## config.mk

```make
export PLATFORM = sky130hd
export DESIGN_NAME = memory_stage
export DESIGN_NICKNAME = d
export VERILOG_FILES = /design/src/rtl/memory_stage_pkg.sv /design/src/rtl/memory_stage_lsu_align.sv /design/src/rtl/memory_stage.sv
export SDC_FILE = /design/constraint.sdc
export NUM_CORES = 1
export LEC_CHECK = 0
export CAP_MARGIN = 20
export CORE_MARGIN = 2
export CORE_UTILIZATION = 35
export CTS_CLUSTER_DIAMETER = 40
export DETAILED_ROUTE_END_ITERATION = 7
export PLACE_DENSITY = 0.7
export SYNTH_ARGS = -nofsm -noshare
export SYNTH_HDL_FRONTEND = slang
export SYNTH_SLANG_ARGS = --single-unit
```

## constraint.sdc

```tcl
create_clock -name clk -period 3.4 [get_ports clk]
set_input_delay 0.51 -clock clk [delete_from_list [all_inputs] [get_ports clk]]
set_output_delay 0.51 -clock clk [all_outputs]
set_load 0.05 [all_outputs]
```

## src/rtl/memory_stage_pkg.sv

```systemverilog
// Shared encodings for the RV32I memory stage: funct3 load/store codes,
// writeback result-source codes and the bus-access state type.
package riscv_mem_pkg;

  localparam logic [2:0] F3_B  = 3'b000;
  localparam logic [2:0] F3_H  = 3'b001;
  localparam logic [2:0] F3_W  = 3'b010;
  localparam logic [2:0] F3_BU = 3'b100;
  localparam logic [2:0] F3_HU = 3'b101;

  localparam logic [1:0] RES_ALU  = 2'b00;
  localparam logic [1:0] RES_LOAD = 2'b01;
  localparam logic [1:0] RES_PC4  = 2'b10;

  typedef enum logic {
    IDLE = 1'b0,
    RESP = 1'b1
  } mem_state_t;

  // Stores only have signed-looking encodings; the unsigned ones are loads only.
  function automatic logic f3_legal(input logic is_store, input logic [2:0] f3);
    case (f3)
      F3_B, F3_H, F3_W: return 1'b1;
      F3_BU, F3_HU:     return ~is_store;
      default:          return 1'b0;
    endcase
  endfunction

endpackage

```

## src/rtl/memory_stage_lsu_align.sv

```systemverilog
// Combinational load/store lane steering: byte enables, replicated store data,
// load extraction with sign/zero extension, and fault (illegal/misaligned) detect.
module lsu_align
  import riscv_mem_pkg::*;
(
  input  logic        is_store,
  input  logic [2:0]  funct3,
  input  logic [1:0]  addr_lo,
  input  logic [31:0] store_data,
  input  logic [31:0] rdata,
  output logic [3:0]  be,
  output logic [31:0] wdata,
  output logic [31:0] load_data,
  output logic        fault
);

  logic [31:0] shifted_s;
  logic        misalign_s;

  // Lane steering and extension selected by access size (funct3[1:0])
  always_comb begin
    shifted_s  = rdata >> {addr_lo, 3'b000};
    be         = 4'b0000;
    wdata      = store_data;
    load_data  = rdata;
    misalign_s = 1'b0;
    case (funct3[1:0])
      2'b00: begin
        be        = 4'b0001 << addr_lo;
        wdata     = {4{store_data[7:0]}};
        load_data = funct3[2] ? {24'h000000, shifted_s[7:0]}
                              : {{24{shifted_s[7]}}, shifted_s[7:0]};
      end
      2'b01: begin
        be         = 4'b0011 << addr_lo;
        wdata      = {2{store_data[15:0]}};
        load_data  = funct3[2] ? {16'h0000, shifted_s[15:0]}
                               : {{16{shifted_s[15]}}, shifted_s[15:0]};
        misalign_s = addr_lo[0];
      end
      2'b10: begin
        be         = 4'b1111;
        wdata      = store_data;
        load_data  = rdata;
        misalign_s = |addr_lo;
      end
      default: begin
        be         = 4'b0000;
        wdata      = store_data;
        load_data  = rdata;
        misalign_s = 1'b0;
      end
    endcase
    fault = misalign_s | ~f3_legal(is_store, funct3);
  end

endmodule

```

## src/rtl/memory_stage.sv

```systemverilog
// RV32I MEM stage: EX/MEM register, data-bus access FSM with front-end stall,
// MEM/WB register and M-stage forwarding outputs.
module memory_stage
  import riscv_mem_pkg::*;
#(
  parameter int XLEN = 32
) (
  input  logic            clk,
  input  logic            rst_n,
  input  logic            RegWriteE,
  input  logic [1:0]      ResultSrcE,
  input  logic            MemWriteE,
  input  logic [2:0]      funct3E,
  input  logic [XLEN-1:0] ALUResultE,
  input  logic [XLEN-1:0] WriteDataE,
  input  logic [XLEN-1:0] PCPlus4E,
  input  logic [4:0]      RdE,
  output logic            dmem_req,
  output logic            dmem_we,
  output logic [XLEN-1:0] dmem_addr,
  output logic [3:0]      dmem_be,
  output logic [XLEN-1:0] dmem_wdata,
  input  logic            dmem_ready,
  input  logic            dmem_rvalid,
  input  logic [XLEN-1:0] dmem_rdata,
  output logic            mem_stall,
  output logic            misaligned,
  output logic [XLEN-1:0] ALUResultM,
  output logic [4:0]      RdM,
  output logic            RegWriteM,
  output logic            RegWriteW,
  output logic [1:0]      ResultSrcW,
  output logic [4:0]      RdW,
  output logic [XLEN-1:0] ALUResultW,
  output logic [XLEN-1:0] ReadDataW,
  output logic [XLEN-1:0] PCPlus4W
);

  logic            reg_write_m_r, mem_write_m_r;
  logic [1:0]      result_src_m_r;
  logic [2:0]      funct3_m_r;
  logic [XLEN-1:0] alu_result_m_r, write_data_m_r, pc_plus4_m_r;
  logic [4:0]      rd_m_r;
  mem_state_t      state_r;

  logic            reg_write_w_r;
  logic [1:0]      result_src_w_r;
  logic [4:0]      rd_w_r;
  logic [XLEN-1:0] alu_result_w_r, read_data_w_r, pc_plus4_w_r;

  logic            access_s, fault_s, bad_s, req_s, done_s, stall_s;
  logic [3:0]      be_s;
  logic [XLEN-1:0] wdata_s, load_data_s;

  lsu_align u_align (
    .is_store   (mem_write_m_r),
    .funct3     (funct3_m_r),
    .addr_lo    (alu_result_m_r[1:0]),
    .store_data (write_data_m_r),
    .rdata      (dmem_rdata),
    .be         (be_s),
    .wdata      (wdata_s),
    .load_data  (load_data_s),
    .fault      (fault_s)
  );

  // Request generation and completion; a store completes in its accept cycle,
  // a load only on the response beat
  always_comb begin
    access_s = mem_write_m_r | (result_src_m_r == RES_LOAD);
    bad_s    = access_s & fault_s;
    req_s    = 1'b0;
    done_s   = 1'b0;
    case (state_r)
      IDLE: begin
        req_s  = access_s & ~bad_s & rst_n;
        done_s = req_s & mem_write_m_r & dmem_ready;
      end
      RESP: begin
        req_s  = 1'b0;
        done_s = dmem_rvalid;
      end
      default: begin
        req_s  = 1'b0;
        done_s = 1'b0;
      end
    endcase
    stall_s = access_s & ~bad_s & ~done_s;
  end

  assign dmem_req   = req_s;
  assign dmem_we    = req_s & mem_write_m_r;
  assign dmem_addr  = {alu_result_m_r[XLEN-1:2], 2'b00};
  assign dmem_be    = req_s ? be_s : 4'b0000;
  assign dmem_wdata = wdata_s;
  assign mem_stall  = stall_s;
  assign misaligned = bad_s;
  assign ALUResultM = alu_result_m_r;
  assign RdM        = rd_m_r;
  assign RegWriteM  = reg_write_m_r;
  assign RegWriteW  = reg_write_w_r;
  assign ResultSrcW = result_src_w_r;
  assign RdW        = rd_w_r;
  assign ALUResultW = alu_result_w_r;
  assign ReadDataW  = read_data_w_r;
  assign PCPlus4W   = pc_plus4_w_r;

  // EX/MEM register: frozen while the current access is outstanding
  always_ff @(posedge clk) begin
    if (!rst_n) begin
      reg_write_m_r  <= 1'b0;
      result_src_m_r <= RES_ALU;
      mem_write_m_r  <= 1'b0;
      funct3_m_r     <= 3'b000;
      alu_result_m_r <= '0;
      write_data_m_r <= '0;
      pc_plus4_m_r   <= '0;
      rd_m_r         <= 5'd0;
    end else if (!stall_s) begin
      reg_write_m_r  <= RegWriteE;
      result_src_m_r <= ResultSrcE;
      mem_write_m_r  <= MemWriteE;
      funct3_m_r     <= funct3E;
      alu_result_m_r <= ALUResultE;
      write_data_m_r <= WriteDataE;
      pc_plus4_m_r   <= PCPlus4E;
      rd_m_r         <= RdE;
    end
  end

  // Bus FSM: only an accepted load waits for a response beat
  always_ff @(posedge clk) begin
    if (!rst_n) begin
      state_r <= IDLE;
    end else begin
      case (state_r)
        IDLE:    if (req_s && dmem_ready && !mem_write_m_r) state_r <= RESP;
        RESP:    if (dmem_rvalid) state_r <= IDLE;
        default: state_r <= IDLE;
      endcase
    end
  end

  // MEM/WB register: stalled or faulting ops leave a bubble behind
  always_ff @(posedge clk) begin
    if (!rst_n || stall_s || bad_s) begin
      reg_write_w_r  <= 1'b0;
      result_src_w_r <= RES_ALU;
      rd_w_r         <= 5'd0;
      alu_result_w_r <= '0;
      read_data_w_r  <= '0;
      pc_plus4_w_r   <= '0;
    end else begin
      reg_write_w_r  <= reg_write_m_r;
      result_src_w_r <= result_src_m_r;
      rd_w_r         <= rd_m_r;
      alu_result_w_r <= alu_result_m_r;
      read_data_w_r  <= load_data_s;
      pc_plus4_w_r   <= pc_plus4_m_r;
    end
  end

endmodule
```

[After elaboration in Yosys (flattened, before gate mapping)]
Cells that the tools add are included.
Word-level totals
  bits in registers: 213
  input port bits: 144
  output and inout port bits: 214
  logic and storage cells: 63
Cells by class
  equality and inequality tests: 7
  shift operators: 3
  multiplexer cells: 13
  bitwise logic cells: 14
  reduce and logical (&&, ||, !) cells: 11
Operators by type and width (count)
  $pmux 32 s2: 2
  $mux 32: 2
  $shr 32x5->16: 1
  $pmux 4 s3: 1
  $pmux 1 s2: 5
  $and 1x1->1: 7
  $eq 3x3->1 const B: 2
  $not 1->1: 5
  $eq 2x1->1 const B: 2
  $mux 4: 1
  $reduce_or 2->1: 2
  $shl 1x2->4 const A: 1
  $shl 2x2->4 const A: 1
  $eq 3x1->1 const B: 1
  $eq 3x2->1 const B: 1
  $logic_not 3->1: 1
  $reduce_or 3->1: 1
  $eq 2x2->1 const B: 1
  $logic_and 1x1->1: 2
  $logic_not 1->1: 2
  $logic_not 2->1: 1
  $logic_or 1x1->1: 2
  $mux 1: 2
  $or 1x1->1: 2

[Logic depth before layout (Yosys ltp)]
Gate-level depths: netlist (run 1).
  depth in word-level cells: 16
  depth in mapped cells: 10
  gate-level depth less buffers: 6

[By module]
Synthesis (run 1) repeated with hierarchy kept, for this count alone.
Unflattened totals
  cell total of the unflattened synthesis: 956
  area total of the unflattened synthesis: 9168.8 um2
Modules (own cells, without submodules)
  memory_stage: instances 1, cells an instance 759, area an instance 7960.1 um2, sequential area each 4264.1 um2
  lsu_align: instances 1, cells an instance 197, area an instance 1208.7 um2, sequential area each 0.0 um2

[Worst setup path before layout (run 1)]
No wires, ideal clock.
  path kind: register -> output
  from: register alu_result_m_r[0], in the netlist ALUResultM[0]
  to: output dmem_be[3]
  data arrival time: 2.238 ns
  path slack: 0.652 ns
  stages on the path, launching flop included: 5
  buffers on the path: 2
  path through: dfxtp_1 -> clkbuf_1 -> buf_1 -> o211ai_1 -> a21oi_1
On the way
  cells in the longest elaborated chain, start to end: 9
  elaborated cells on any way between the ends: 12
  those cells by class: shift: 2; mux: 4; bitwise: 5; reduce/logical: 1
RTL lines
  from (decl): line memory_stage.sv:42  | logic [XLEN-1:0] alu_result_m_r, write_data_m_r, pc_plus4_m_r;
  from (signal assigned): line memory_stage.sv:124  | alu_result_m_r <= ALUResultE;
  $reduce_or 2->1: line memory_stage_lsu_align.sv:45  | misalign_s = |addr_lo;
  $pmux 1 s2: line memory_stage_lsu_align.sv:27  | case (funct3[1:0])
  $or 1x1->1: line memory_stage_lsu_align.sv:54  | fault = misalign_s | ~f3_legal(is_store, funct3);
  $and 1x1->1: line memory_stage.sv:71  | bad_s = access_s & fault_s;
  $not 1->1: line memory_stage.sv:76  | req_s = access_s & ~bad_s & rst_n;
  $and 1x1->1 (2 in a row): line memory_stage.sv:76
  $pmux 1 s2: line memory_stage.sv:74  | case (state_r)
  $mux 4 (*): line memory_stage.sv:94  | assign dmem_be = req_s ? be_s : 4'b0000;
  to (decl): line memory_stage.sv:21  | output logic [3:0] dmem_be,
Mark *: on every way between the ends. The rest lies on a longest branch, timed or not.

[Worst setup path after layout (run 1)]
  from: register funct3_m_r[1]
  to: output dmem_be[3]
On the way
  cells in the longest elaborated chain, start to end: 11
  elaborated cells on any way between the ends: 21
  those cells by class: eq/ne: 6; mux: 5; bitwise: 6; reduce/logical: 4
RTL lines
  from (decl): line memory_stage.sv:41  | logic [2:0] funct3_m_r;
  from (signal assigned): line memory_stage.sv:123  | funct3_m_r <= funct3E;
  $eq 3x1->1 (tied with other cells): line memory_stage_pkg.sv:22  | case (f3)
  $reduce_or 3->1 / $reduce_or 2->1 (equally long branches): line memory_stage_pkg.sv:22
  $pmux 1 s2: line memory_stage_pkg.sv:22
  $not 1->1: line memory_stage_lsu_align.sv:54
  $or 1x1->1: line memory_stage_lsu_align.sv:54
  $and 1x1->1: line memory_stage.sv:71
  $not 1->1: line memory_stage.sv:76
  $and 1x1->1 (2 in a row): line memory_stage.sv:76
  $pmux 1 s2: line memory_stage.sv:74
  $mux 4 (*): line memory_stage.sv:94
Marks and branches as above.

==> results.md, run 1 <==
- Outcome: finished clean
- Sw Ratio: 0.3735
- Relative slew slack: 0.4451
- Die H: 159.3 microns
- RR Endpoint: ReadDataW[3]$_SDFF_PP0_
- Die W: 159.3 microns
- Setup violators final: 0
- Initial antenna violation count: 4
- Ports: roughly 360
- DRT Pass-1 Iters: 4
- Final period utilization: 0.8866
- Dpl cell area: 12010 sq um
- CP max-delay cell: dfxtp_1
- Hold buffers post-CTS: 0
- Fin Clk Skew: 0.01796 ns
- Detail Route Antenna Nets: 0
- Pwr dens: 799.6 nW/um^2
- R2R depth: 7
- CTS tree: yes
- Largest net degree at the start of global routing: around 200
- Initial Util: 0.3585
- Root Buffer: clkbuf_16
- Final core utilization: 0.5623
- Setup Fix Bufs, Post-CTS: 0
- Post-synth EDFFs: 0
- Int Pwr: around 6600 uW
- Row count: 56
- Worst-path maximum fanout: 7
- Synth Flop Type: dfxtp_1
- GPL Wtd Cong: just over 0.8
- Post-Syn Instances: 909
- # resized after CTS: 0
- Clock Power Share: 0.347
- Clock Path Buffers: 3
- Fillers: ~2100
- R2R setup slack: 0.89 ns
- Final hold violations: 0
- WL final: around 25000 microns
- RSZ-0062 raised after global routing: no
- Sequential area share after synthesis: 0.5052
- Yosys reg bits: 213
- Core Area: about 24000 sq um
- Tmin final: 3.014 ns
- MaxCap Viol Count: 0
- Area contributors post-synth: dfxtp_1, mux2i_1, nand2_1, and2_1, buf_4
- Max incr delay on CP: around 0.42 ns
- Post-synth ARST share: 0
- Slew @ Worst Pin: 0.8323 ns
- H-tree Lvls: 2
- Mapped Area: approximately 8400 sq um
- Hold Path Class: input port to register
- Crit path DAT: 2.50 ns
- Max-slew violations: 0
- GRT overflow: 0
- Nets: between 1000 and 1500
- Logic pwr share: 0.359
- Leakage: around 0.0053 uW
- Clock-pin slew on the worst setup and hold paths: 0.05 ns
- PortBufs: between 300 and 400
- Syn Area/Cell: 9.286 sq um
- CP startpoint kind: register
- CTS sink cnt: about 210
- P_sw: 3954 uW
- Most common cell in the netlist: nand2_1
- Layout cells sized above 1: 0.1047
- CP cell instances: inv_1 > ha_1 > o21ai_0 > a21bo_2 > nand4b_1 > a21oi_1 > buf_12
- Via/cell ratio: between 4 and 5
- Achievable Freq: around 330 MHz
- Worst R2R Start: funct3_m_r[1]$_SDFFE_PN0N_
- Hold Crit Depth: 3
- Setup TNS: 0 ns
- Worst skew pair latency: 0.50 ns
- Sequential share of power: 0.294
- DRC violations left: 0
- Area delta synth->final: 56.85%
- Synth area leader: dfxtp_1
- Post-route design area: 13240 sq um
- Yosys synthesis warning count: 0
- Library cells used by synthesis: 40
- HPWL Detailed: around 17000 microns
- Die ar.: 25370 sq um
- Vias in the first global route: between 7000 and 8000
- Inserted Clock Buffers: 34
- VDD IR-drop max: 0.0003950 V
- Overall Global Routing Usage: 0.1901
- Initial DRC count: 359
- WHS Endpoint: write_data_m_r[15]$_SDFFE_PN0N_
- Vias: 7175
- Hold path start: rst_n
- Crit Path Class: register to primary output
- Global-route wire length before repair: 39140 microns
- Share of the synthesized area in the top cell type: 0.5052
- WL per Instance: 16.02 microns
- Commonest cells in the synthesized netlist: nand2_1, dfxtp_1, mux2i_1
- CP required: 2.89 ns
- CP Capture Type: primary output
power by group through the flow:
stage          combinational (uW)  sequential, uW  clock, uW
2_1_floorplan                1820            3950          0
3_3_place_gp                 3800            3160          0
3_5_place_dp                 3820            3170          0
4_1_cts                      3830            3120       3750
5_1_grt                      3990            3160       3860
6_report                     3800            3120       3670
worst max path at each step:
stage,endpoint,depth (start not counted),start
after global routing,dmem_be[1],7,funct3_m_r[1]$_SDFFE_PN0N_
after floorplan,dmem_be[3],4,ALUResultM[0]$_SDFFE_PN0N_
final,dmem_be[3],7,funct3_m_r[1]$_SDFFE_PN0N_
after global placement,PCPlus4W[30]$_SDFF_PP0_,6,dmem_ready
after detailed placement,ALUResultW[2]$_SDFF_PP0_,6,dmem_ready
after CTS,dmem_wdata[21],6,funct3_m_r[1]$_SDFFE_PN0N_
routing by layer:
metal	global-route usage	part of all wire	up-vias
li1	-	-	3547
met1	0.2133	0.39	3274
met2	0.3259	0.49	292
met3	0.06773	0.085	60
met4	0.08306	0.035	2
met5	0	0.00052	-
per-stage QoR:
step	hold slack, ns	setup slack [ns]	std cells	power (uW)
floorplan	0.4296	0.6523	910	5763
global placement	0.4331	0.8302	1490	6956
detailed placement	0.4379	0.7829	1490	6993
CTS	0.3432	0.3448	1551	10700
global route	0.3533	0.2303	1552	11010
finish	0.3608	0.3857	1553	10590
registers in the layout, indices dropped and copies added (netlist names):
| register | count |
|---|---|
| mem_write_m_r | 1 |
| RegWriteW | 1 |
| funct3_m_r | 3 |
| result_src_m_r | 2 |
| ALUResultM | 32 |
| RdW | 5 |
| RegWriteM | 1 |
| ReadDataW | 32 |
| state_r | 1 |
| ALUResultW | 32 |
| pc_plus4_m_r | 32 |
| write_data_m_r | 32 |
| PCPlus4W | 32 |
| RdM | 5 |
| ResultSrcW | 2 |
kinds of logic (layout without fill, tap and decap cells):
family	Yosys count	in the layout	synth area share
AOI/OAI and AO/OA	90	90	0.07560
adders and majority gates	3	3	0.004448
buffers and inverters	110	432	0.07190
DFF	213	213	0.5052
muxes	124	124	0.1499
other	1	4	0.0004443
and+or+nand+nor	368	368	0.1926
cells in the final DEF, fill, tap and decap left out, drive strengths merged, types with 3 or more instances in the layout:
master	instances
o221a	8
nor2b	10
and2	72
nor2	21
o22ai	7
clkinvlp	3
buf	44
nand2	254
dfxtp	213
clkdlybuf4s50	322
ha	3
inv	13
nand2b	3
o21ai	3
clkinv	8
a21oi	36
mux2i	114
a22o	15
a22oi	8
bufinv	6
clkbuf	36
mux2	9
critical path, delay by kind of cell, from the launching register on:
kind,cells,cell delay (ns)
AOI/OAI and AO/OA,3,0.80
adders and majority gates,1,0.23
buffers and inverters,2,0.30
DFF,1,0.42
and+or+nand+nor,1,0.26
cell type report:
type	count	area, sq um	area share
diodes	2	5.005	0.0003780
clock buffers	36	868.3	0.06559
clock inverters	25	357.8	0.02703
inverters	5	18.77	0.001418
multi-input cells	587	3593	0.2714
flip-flops and latches	213	4264	0.3221
well taps	319	399.1	0.03015
repair buffers	366	3732	0.2819
(Power assumes the default switching activity.)
==> run 2: changes to the inputs <==
--- a/config.mk
+++ b/config.mk
@@ -8,6 +8,7 @@
 export CAP_MARGIN = 20
 export CORE_MARGIN = 2
 export CORE_UTILIZATION = 35
+export CTS_BUF_LIST = sky130_fd_sc_hd__clkbuf_2
 export CTS_CLUSTER_DIAMETER = 40
 export DETAILED_ROUTE_END_ITERATION = 7
 export PLACE_DENSITY = 0.7
==> run 2 against run 1 <==
Against the previous run: flip-flop and latch count is the same; global-route usage is essentially flat; sequential power is essentially flat; register-to-register slack gained 0.03 ns; die area is the same; clock-buffer cell count grew 45; first-iteration DRC count shrank 16%; largest cell class unchanged.
==> results.md, run 2 (synthesized netlist as in run 1, its figures left out) <==
- CTS sink cnt: approximately 210
- Commonest cells after routing, fill and taps aside: clkdlybuf4s50_1, nand2_1, dfxtp_1, mux2i_1, clkbuf_2
- Initial antenna violation count: 5
- Worst R2R Start: funct3_m_r[1]$_SDFFE_PN0N_
- Root Buffer: clkbuf_2
- Most common cell after layout, fill and taps aside: clkdlybuf4s50_1
- Final hold violations: 0
- Nets: 1381
- Die H: 159.3 microns
- DRC violations left: 0
- WL per Instance: 15.50 microns
- Ports: roughly 360
- CP Capture Type: primary output
- Crit path DAT: 2.63 ns
- Worst-path maximum fanout: 23
- R2R depth: 7
- VDD IR-drop max: 0.0002907 V
- CTS tree: yes
- Relative slew slack: 0.4146
- Hold Crit Depth: 3
- Total power: 8689 uW
- Vias in the first global route: 7225
- HPWL Detailed: around 17000 microns
- Final core utilization: 0.5347
- Crit Path Class: register to primary output
- Initial Util: 0.3585
- Worst skew pair latency: about 0.81 ns
- R2R setup slack: slightly above 0.9 ns
- WL final: 24760 microns
- WHS Endpoint: ALUResultM[25]$_SDFFE_PN0N_
- DRT Pass-1 Iters: 4
- Hold Path Class: input port to register
- Core Area: 23540 sq um
- Overall Global Routing Usage: 0.1902
- Die ar.: 25370 sq um
- Detail Route Antenna Nets: 0
- RR Endpoint: ALUResultM[11]$_SDFFE_PN0N_
- Via/cell ratio: ~4.6
- Setup violators final: 0
- RSZ-0062 raised after global routing: no
- Largest net degree at the start of global routing: 201
- Achievable Freq: 318.3 MHz
- GRT overflow: 0
- MaxCap Viol Count: 0
- CP required: roughly 2.9 ns
- Clock-pin slew on the worst setup and hold paths: roughly 0.1 ns
- Die W: 159.3 microns
- Area delta synth->final: 49.14%
- Pwr dens: about 700 nW/um^2
- Clock Path Buffers: 3
- Outcome: finished clean
- Row count: 56
- Max-slew violations: 0
- Slew @ Worst Pin: 0.8781 ns
- Vias: approximately 7300
- Crit path from: funct3_m_r[1]$_SDFFE_PN0N_
- Final period utilization: 0.9241
- H-tree Lvls: 2
- Inserted Clock Buffers: 56
- PortBufs: 355
- CP startpoint kind: register
- Initial DRC count: 300
- Tmin final: ~3.1 ns
- GPL Wtd Cong: 0.8083
- Layout cells sized above 1: 0.1278
- Fin Clk Skew: 0.05505 ns
- Global-route wire length before repair: 39050 microns
- Leakage: 0.005087 uW
- Hold path start: ALUResultE[25]
==> run 2: metrics by stage <==
step                setup TNS, ns  std cells  setup WS [ns]  hold slack (ns)  cell area, sq um
global route                    0       1596        0.03152           0.1479             12590
floorplan                       0        910         0.6523           0.4296              8444
detailed placement              0       1490         0.7829           0.4379             12010
global placement                0       1490         0.8302           0.4331             12010
CTS                      -0.03496       1593       -0.02567           0.1265             12560
finish                          0       1597         0.2581           0.2389             12590
==> run 2: report_power, final <==
part / switching, uW / internal (uW) / total, uW
clock network: 1030 / 715 / 1750
registers: 230 / 2880 / 3110
logic: 2430 / 1400 / 3830
==> run 2: layout make-up <==
class / instances / area (sq um)
inverter: 5 / 18.77
multi-input combinational: 587 / 3608
sequential: 213 / 4264
tap: 319 / 399.1
fill: 2170 / 10950
antenna: 3 / 7.507
clock buffer: 81 / 405.4
clock inverter: 18 / 100.1
timing repair buffer: 371 / 3785
==> run 2: repair_timing <==
| action | CTS | global route |
|---|---|---|
| gates resized for setup | 1 | 3 |
| pin swaps | 1 | 1 |
| setup endpoints to repair | 9 | 6 |
| hold buffers | 1 | 0 |
| hold endpoints to repair | 9 | 0 |
| setup buffers | 3 | 1 |
==> run 2: layer usage <==
layer  up-vias  GRT usage  wire, microns
met2       286     0.3253          12080
met1      3321     0.2100           9758
met5         -          0             13
met3        58    0.06721           2069
met4         2    0.09380            839
li1       3629          -              -
==> run 2: critical path, stage by stage, from the launching register on <==
cell     delay [ns]
dfxtp_1        0.43
inv_1          0.11
ha_1           0.23
buf_4          0.24
nor2_4         0.15
buf_12         0.16
mux2_2         0.34
buf_4          0.19
==> run 2: worst max path at each step <==
stage	to	slack (ns)
global route	dmem_wdata[15]	0.03
CTS	dmem_be[1]	-0.03
global placement	PCPlus4W[30]$_SDFF_PP0_	0.83
floorplan	dmem_be[3]	0.65
detailed placement	ALUResultW[2]$_SDFF_PP0_	0.78
finish	dmem_wdata[21]	0.26
==> run 3: changes to the inputs <==
--- a/config.mk
+++ b/config.mk
@@ -10,6 +10,7 @@
 export CORE_UTILIZATION = 35
 export CTS_BUF_LIST = sky130_fd_sc_hd__clkbuf_2
 export CTS_CLUSTER_DIAMETER = 40
+export CTS_CLUSTER_SIZE = 14
 export DETAILED_ROUTE_END_ITERATION = 7
 export PLACE_DENSITY = 0.7
 export SYNTH_ARGS = -nofsm -noshare
==> run 3 against run 2 <==
Against the previous run: clock-buffer cell count fell by 46; die area did not move; clock power rose by 14%; first-iteration DRC count rose by 25%; via count fell by 1.5%; critical endpoint unchanged.
==> results.md, run 3 (synthesized netlist as in run 1, its figures left out) <==
- Layout cells sized above 1: 0.1114
- Worst skew pair latency: 0.80 ns
- Ports: 358
- Bufs and invs on worst path: 4
- Most common cell after layout, fill and taps aside: clkdlybuf4s50_1
- Clock Power Share: 0.222
- Die H: 159.3 microns
- Fillers: 2153
- Clock Path Buffers: 3
- P_sw: around 3800 uW
- Leakage: ~0.005 uW
- DRT Pass-1 Iters: 4
- VDD IR-drop max: 0.0003058 V
- Fin Clk Skew: slightly below 0.08 ns
- Most frequent CP cell: buf_4
- HPWL Detailed: about 17000 microns
- Initial Util: 0.3585
- Core Area: roughly 24000 sq um
- Critical path depth: 7
- Die ar.: 25370 sq um
- Total power: roughly 8900 uW
- CTS tree: yes
- Initial antenna violation count: 5
- Sequential share of power: 0.348
- Crit Path Class: register to primary output
- Final period utilization: 0.9287
- GPL Wtd Cong: a little over 0.8
- WL per Instance: roughly 16 microns
- Worst-path maximum fanout: 23
- Largest net degree at the start of global routing: 201
- WL final: 24640 microns
- Crit path from: funct3_m_r[1]$_SDFFE_PN0N_
- CP required: 2.89 ns
- Vias: 7188
- Max-slew violations: 0
- Crit path DAT: 2.65 ns
- Area delta synth->final: 49.72%
- Global-route wire length before repair: 38790 microns
- CP cell instances: inv_1 > ha_1 > buf_4 > nor2_4 > buf_12 > mux2_2 > buf_4
- Slew @ Worst Pin: roughly 0.85 ns
- Achievable Freq: 316.7 MHz
- Setup TNS: 0 ns
- Post-Place Cells: about 1500
- Clock-pin slew on the worst setup and hold paths: 0.22 ns
- Commonest cells after routing, fill and taps aside: clkdlybuf4s50_1, nand2_1, dfxtp_1, mux2i_1, and2_1
- PortBufs: about 360
- R2R depth: 7
- Relative slew slack: 0.4365
- Int Pwr: 5137 uW
- Detail Route Antenna Nets: 0
- H-tree Lvls: 2
- CP startpoint kind: register
- DRC violations left: 0
- Final hold violations: 0
- RSZ-0062 raised after global routing: no
- Nets: 1360
- CP Capture Type: primary output
- Max incr delay on CP: 0.46 ns
- Row count: 56
- Final Worst Setup Slack: 0.2424 ns
- Initial DRC count: between 300 and 400
- GRT overflow: 0
- Outcome: finished clean
- Hold Path Class: input port to register
- Setup violators final: 0
- WHS: 0.2254 ns
- Vias in the first global route: 7100
- CTS sink cnt: 213
- Inserted Clock Buffers: 34
- Logic pwr share: 0.429
- Sw Ratio: 0.4245
- R2R setup slack: 0.90 ns
- Worst R2R Start: funct3_m_r[1]$_SDFFE_PN0N_
- CP max-delay cell: dfxtp_1
- Cell family with most CP delay: buffers and inverters
- Critical Path Sink: dmem_wdata[21]
- Via/cell ratio: 4.605
- Final Non-Filler Cells: 1561
- MaxCap Viol Count: 0
- Overall Global Routing Usage: 0.1889
- RR Endpoint: funct3_m_r[2]$_SDFFE_PN0N_
- Tmin final: roughly 3.2 ns
- Pwr dens: ~710 nW/um^2
- Die W: approximately 160 microns
- Setup slack at placement: 0.7829 ns
- Root Buffer: clkbuf_2
==> run 3: worst min path at each step <==
stage	start	endpoint	slack, ns	cells past startpoint
floorplan	pc_plus4_m_r[0]$_SDFFE_PN0N_	PCPlus4W[0]$_SDFF_PP0_	0.43	1
global placement	pc_plus4_m_r[4]$_SDFFE_PN0N_	PCPlus4W[4]$_SDFF_PP0_	0.43	1
detailed placement	pc_plus4_m_r[10]$_SDFFE_PN0N_	PCPlus4W[10]$_SDFF_PP0_	0.44	1
CTS	ALUResultE[30]	ALUResultM[30]$_SDFFE_PN0N_	0.11	3
global route	ALUResultE[16]	ALUResultM[16]$_SDFFE_PN0N_	0.15	3
finish	ALUResultE[22]	ALUResultM[22]$_SDFFE_PN0N_	0.23	3
==> run 3: power groups by stage <==
stage          clock network, uW  logic (uW)  registers, uW
2_1_floorplan                  0        1820           3950
3_3_place_gp                   0        3800           3160
3_5_place_dp                   0        3820           3170
4_1_cts                     2070        3860           3110
5_1_grt                     2160        4020           3160
6_report                    1990        3830           3110
==> run 3: per-layer routing <==
layer  GRT usage  vias up  part of all wire
li1            -     3572                 -
met1      0.2108     3274              0.40
met2      0.3227      269              0.48
met3     0.06304       71             0.078
met4     0.09421        2             0.041
met5           0        -           0.00053
==> run 3: timing repair <==
item	in CTS	in global routing
hold buffers	2	0
buffers inserted	3	1
endpoints found under the hold margin	4	0
setup endpoints to repair	9	6
pin swaps	1	1
resized for setup	1	3
==> run 3: tightest hold or removal path, cell delays in order <==
cell,delay [ns]
clkdlybuf4s50_1,0.39
nand2_1,0.05
mux2i_1,0.05
==> run 3: final cells by class <==
| type | instances | area, sq um | share of cell area |
|---|---|---|---|
| clock buffer | 35 | 175.2 | 0.01386 |
| sequential | 213 | 4264 | 0.3374 |
| tap | 319 | 399.1 | 0.03158 |
| multi-input combinational | 587 | 3608 | 0.2855 |
| inverter | 5 | 18.77 | 0.001485 |
| antenna | 3 | 7.507 | 0.0005941 |
| timing repair buffer | 372 | 3795 | 0.3003 |
| clock inverter | 27 | 369.1 | 0.02921 |
==> run 3: stage by stage <==
stage	instance area, sq um	utilization
floorplan	8444	-
global placement	12010	0.5100
detailed placement	12010	0.5100
CTS	12610	0.5357
global route	12630	0.5367
finish	12640	0.5368
